### src/rtl/bram_port_master.sv
// Valid/ready front end for a single-port BRAM: in-order read return through a 4-deep
// response FIFO, plus an init engine that fills a fixed address range with a constant.

module bram_port_master #(
  parameter int unsigned          RAM_WIDTH       = 32,
  parameter int unsigned          RAM_ADDR_BITS   = 9,
  parameter int unsigned          INIT_START_ADDR = 0,
  parameter int unsigned          INIT_END_ADDR   = 10,
  parameter logic [RAM_WIDTH-1:0] INIT_VALUE      = '0
) (
  input  logic                     clock,
  input  logic                     reset,
  input  logic                     req_valid,
  output logic                     req_ready,
  input  logic                     req_write,
  input  logic [RAM_ADDR_BITS-1:0] req_addr,
  input  logic [RAM_WIDTH-1:0]     req_wdata,
  output logic                     rsp_valid,
  input  logic                     rsp_ready,
  output logic [RAM_WIDTH-1:0]     rsp_data,
  input  logic                     init_start,
  output logic                     init_busy,
  output logic                     init_done,
  output logic                     ram_enable,
  output logic                     write_enable,
  output logic [RAM_ADDR_BITS-1:0] address,
  output logic [RAM_WIDTH-1:0]     input_data,
  input  logic [RAM_WIDTH-1:0]     output_data
);

  typedef enum logic [1:0] {StServe, StDrain, StInit} state_e;

  localparam logic [RAM_ADDR_BITS-1:0] InitFirst = RAM_ADDR_BITS'(INIT_START_ADDR);
  localparam logic [RAM_ADDR_BITS-1:0] InitLast  = RAM_ADDR_BITS'(INIT_END_ADDR);

  state_e                   state_q, state_d;
  logic                     s1_rd_q, s1_rd_d, s2_rd_q;
  logic [RAM_ADDR_BITS-1:0] init_addr_q, init_addr_d;
  logic                     init_issued_q, init_issued_d;
  logic                     init_done_q, init_done_d;
  logic                     ram_enable_d, write_enable_d;
  logic [RAM_ADDR_BITS-1:0] address_d;
  logic [RAM_WIDTH-1:0]     input_data_d;

  logic [RAM_WIDTH-1:0]     fifo_q [4];
  logic [1:0]               wr_ptr_q, rd_ptr_q;
  logic [2:0]               count_q, credit;
  logic                     push, pop, req_fire;

  // Credit counts FIFO entries plus reads still in the BRAM pipeline, so the FIFO never overflows.
  always_comb begin
    credit    = count_q + {2'b00, s1_rd_q} + {2'b00, s2_rd_q};
    req_ready = (state_q == StServe) && (credit < 3'd4);
    req_fire  = req_valid && req_ready;
    push      = s2_rd_q;
    rsp_valid = (count_q != 3'd0);
    pop       = rsp_valid && rsp_ready;
    rsp_data  = fifo_q[rd_ptr_q];
    init_busy = (state_q != StServe);
    init_done = init_done_q;
  end

  always_comb begin
    state_d        = state_q;
    s1_rd_d        = 1'b0;
    ram_enable_d   = 1'b0;
    write_enable_d = 1'b0;
    address_d      = address;
    input_data_d   = input_data;
    init_addr_d    = init_addr_q;
    init_issued_d  = init_issued_q;
    init_done_d    = 1'b0;
    case (state_q)
      StServe: begin
        if (req_fire) begin
          ram_enable_d   = 1'b1;
          write_enable_d = req_write;
          address_d      = req_addr;
          input_data_d   = req_wdata;
          s1_rd_d        = !req_write;
        end
        if (init_start) state_d = StDrain;
      end
      StDrain: begin
        if (!s1_rd_q && !s2_rd_q) begin
          state_d       = StInit;
          init_addr_d   = InitFirst;
          init_issued_d = 1'b0;
        end
      end
      StInit: begin
        // Phases: issue writes, then one cycle of init_done, then back to serving.
        if (!init_issued_q) begin
          ram_enable_d   = 1'b1;
          write_enable_d = 1'b1;
          address_d      = init_addr_q;
          input_data_d   = INIT_VALUE;
          if (init_addr_q == InitLast) init_issued_d = 1'b1;
          else                         init_addr_d   = init_addr_q + RAM_ADDR_BITS'(1);
        end else if (!init_done_q) begin
          init_done_d = 1'b1;
        end else begin
          state_d       = StServe;
          init_issued_d = 1'b0;
        end
      end
      default: state_d = StServe;
    endcase
  end

  always_ff @(posedge clock) begin
    if (reset) begin
      state_q       <= StServe;
      s1_rd_q       <= 1'b0;
      s2_rd_q       <= 1'b0;
      init_addr_q   <= InitFirst;
      init_issued_q <= 1'b0;
      init_done_q   <= 1'b0;
      ram_enable    <= 1'b0;
      write_enable  <= 1'b0;
      address       <= '0;
      input_data    <= '0;
      wr_ptr_q      <= 2'd0;
      rd_ptr_q      <= 2'd0;
      count_q       <= 3'd0;
    end else begin
      state_q       <= state_d;
      s1_rd_q       <= s1_rd_d;
      s2_rd_q       <= s1_rd_q;
      init_addr_q   <= init_addr_d;
      init_issued_q <= init_issued_d;
      init_done_q   <= init_done_d;
      ram_enable    <= ram_enable_d;
      write_enable  <= write_enable_d;
      address       <= address_d;
      input_data    <= input_data_d;
      if (push) wr_ptr_q <= wr_ptr_q + 2'd1;
      if (pop)  rd_ptr_q <= rd_ptr_q + 2'd1;
      count_q <= count_q + {2'b00, push} - {2'b00, pop};
    end
  end

  always_ff @(posedge clock) begin
    if (push) fifo_q[wr_ptr_q] <= output_data;
  end

endmodule
### config.mk
export PLATFORM = sky130hd
export DESIGN_NAME = bram_port_master
export DESIGN_NICKNAME = d
export VERILOG_FILES = /design/src/rtl/bram_port_master.sv
export SDC_FILE = /design/constraint.sdc
export NUM_CORES = 1
export LEC_CHECK = 0
export CAP_MARGIN = 20
export CORE_UTILIZATION = 42
export DETAILED_ROUTE_END_ITERATION = 16
export PLACE_DENSITY = 0.82
export SETUP_SLACK_MARGIN = 0.05
export SLEW_MARGIN = 20
export SYNTH_ARGS = -nofsm -noshare
export SYNTH_HDL_FRONTEND = slang
export SYNTH_SLANG_ARGS = --single-unit
### constraint.sdc
create_clock -name clock -period 1.9 [get_ports clock]
set_clock_uncertainty 0.15 [all_clocks]
set_input_delay 0.19 -clock clock [delete_from_list [all_inputs] [get_ports clock]]
set_output_delay 0.19 -clock clock [all_outputs]
set_load 0.005 [all_outputs]
==> impl_metrics.ini <==
[run_status]
status = complete, but fails checks
violations = negative setup slack

[clock_network]
numCtsBuffers = 17
clk_latency_ps = 420
tritoncts = built
ctsHtreeMaxLevel = 4
clockBufferDepth = 2
clock_sinks = 195
cts_hold_buf = 0
cts_root_buf = clkbuf_16
clk_pin_slew_ps = 70

[setup_path]
start_kind = flop
cp_top_family = multiplexers
crit_arrival_ps = 1770
path_max_fanout = 6
crit_chain = buf_12 -> buf_16 -> mux4_2 -> buf_2
cp.depth = 4
rr_worst_depth = 8
slowest_delay_ps = 510
worstReg2RegStart = count_q[0]$_SDFF_PP0_
slowest_stage = mux4_2
cp_data_required_time_ps = 1560
crit_buf_inv = 3
r2r_end = write_enable$_SDFF_PP0_
cp-end-kind = primary output
critPathKind = reg2out
rrSetupSlack_ps = -170

[synth]
ys_ff_latch = 195
yosys_warnings = 0
async_flop_share = 0
synth-edff-count = 128
synth_top_area_share = 0.518
avgSynthCellArea_sq_um = 17.0
syn-cell-area_sq_mm = 0.00742
ys_types = 54
syn_inst = 436
synth_largest_area_cell = edfxtp_1
ys_seq_area_frac = 0.699
synth_area_leaders = edfxtp_1 52%, dfxtp_1 18%, mux4_2 9.7%, a22o_1 3.8%, a211oi_1 1.9%
synthFlopType = edfxtp_1
syn_nets = 525

[pwr]
ir_worst_vdd_mv = 0.632
leakage_uw = 0.00368
p_per_area_mw_per_mm2 = 1110
p_int_uw = 8700
swShare = 0.258
pwr-share-seq = 0.422
power_frac_comb = 0.276
netSwitchingPower_uw = 3020
clkPwrFrac = 0.302

[final_layout]
nNetsFinal = 741
layout_commonest_cell = edfxtp_1
drive_gt1_frac = 0.320
design_area_sq_mm = 0.0106
num_antenna_cells = 0
syn_to_final_growth_pct = 42.3
final_cell_mix = 128 x edfxtp_1, 122 x clkdlybuf4s50_1, 58 x dfxtp_1

[global_route]
grt_pass1_vias = 4902
grt.total_usage = 0.191
grt_overflow_total = 0
antenna_found_initial = 1
grt_pass1_wl_microns = 26000
grt_max_degree = 33

[placed_design]
routabilityCongestion = 0.821
io_buffers = 157
dpl.hpwl_microns = 10300
dpl-instance-area_sq_mm = 0.00946

[flow_run]
cap_violations = 0

[worst_hold_path]
min_delay_path_depth = 2
min_to = s1_rd_q$_SDFF_PP0_
hold_path.class = in2reg
worstHoldStart = req_write

[floorplanning]
initial_core_util = 0.429
die_area_sq_mm = 0.0182
rows = 48
fp.coreArea_sq_mm = 0.0173
fp.dieH_microns = 135
die_w_microns = 135
ios = 158

[routing]
wl_per_cell_microns = 19.2
post_drt_via_cell_ratio = 5.30
first_iter_violations = 237
via_count = 4720
dr.pass1.iters = 4
ant_nets = 0
wirelength_microns = 17000
drc = 0

[sta]
min_period_ps = 2110
rsz0062_at_grt = yes
slew_violations = 0
fmax_ghz = 0.475
timing.hold.ws_ps = 185
finalHoldViolCount = 0
slew_headroom = 0.656
setup_ws_ps = -207
setup_viol_count_final = 76
fin_crit_sh = 1.11
tightest_slew_ps = 516
## synth_stat cells, types with 6 or more instances
cell      number
buf_6          7
nand2_1        6
a211oi_1      19
mux4_2        32
clkbuf_1      11
edfxtp_1     128
ha_1           9
a22o_1        32
nor2_1        16
nor3_1        10
inv_1         10
nor2b_1       12
dfxtp_1       67
buf_2          6
## cell type report
cell class | count | area, sq um
clock inverter | 14 | 153
sequential | 195 | 5200
fill | 1250 | 6740
tap | 225 | 282
multi-input combinational | 206 | 2310
clock buffer | 18 | 429
timing repair buffer | 222 | 2140
inverter | 10 | 37.5
## flip-flops by register name (all words and copies together), names as in the netlist, 2 cells and up, named ones only
register and flops:
fifo_q 128, input_data 32, state_q 2, wr_ptr_q 2, count_q 3, init_addr_q 9
rd_ptr_q 2, address 9
## per-layer routing
metal	track usage	share of wire
met5	0	0.00076
met4	0.0637	0.013
met1	0.237	0.42
met3	0.0454	0.060
met2	0.329	0.51
## per-stage QoR
stage	TNS [ps]	total power (uW)	util	worst slack (ps)	instances
floorplan	-995	6290	-	-48.5	436
global placement	-16610	7610	0.547	-494	829
detailed placement	-20410	7680	0.547	-617	829
CTS	-9220	11700	0.600	-224	886
global route	-13260	12200	0.610	-262	890
finish	-8610	11700	0.610	-207	890
## power groups by stage
stage               logic (uW)  registers, uW  clock network (uW)
finish                    3240           4950                3530
global route              3460           4970                3770
CTS                       3130           4940                3590
detailed placement        2700           4980                   0
global placement          2640           4970                   0
floorplan                 1340           4950                   0
## worst max-delay path by stage
stage	to	slack (ps)
after floorplan	count_q[1]$_SDFF_PP0_	-50
after global placement	input_data[27]$_SDFFE_PP0P_	-490
after detailed placement	input_data[16]$_SDFFE_PP0P_	-620
after CTS	rsp_data[10]	-220
after global routing	rsp_data[6]	-260
final	rsp_data[24]	-210
## cells by family (layout without fill, tap and decap cells)
group / count (synthesis) / after routing / synth area share
adder cells (fa/ha/maj): 10 / 10 / 0.0179
AO/OA/AOI/OAI: 78 / 79 / 0.0882
flip-flops: 195 / 195 / 0.699
buffers and inverters: 37 / 264 / 0.0273
multiplexers: 33 / 33 / 0.0985
AND/OR/NAND/NOR: 77 / 78 / 0.0619
XOR/XNOR: 6 / 6 / 0.00708
## what timing repair did
item                       4_1_cts  5_1_grt
cloned                           6        0
setup buffers                   19        5
gates resized for setup        182       35
pin swaps                       31       20
setup endpoints to repair      181       89
Note: power is estimated with default switching activity, not from simulation.
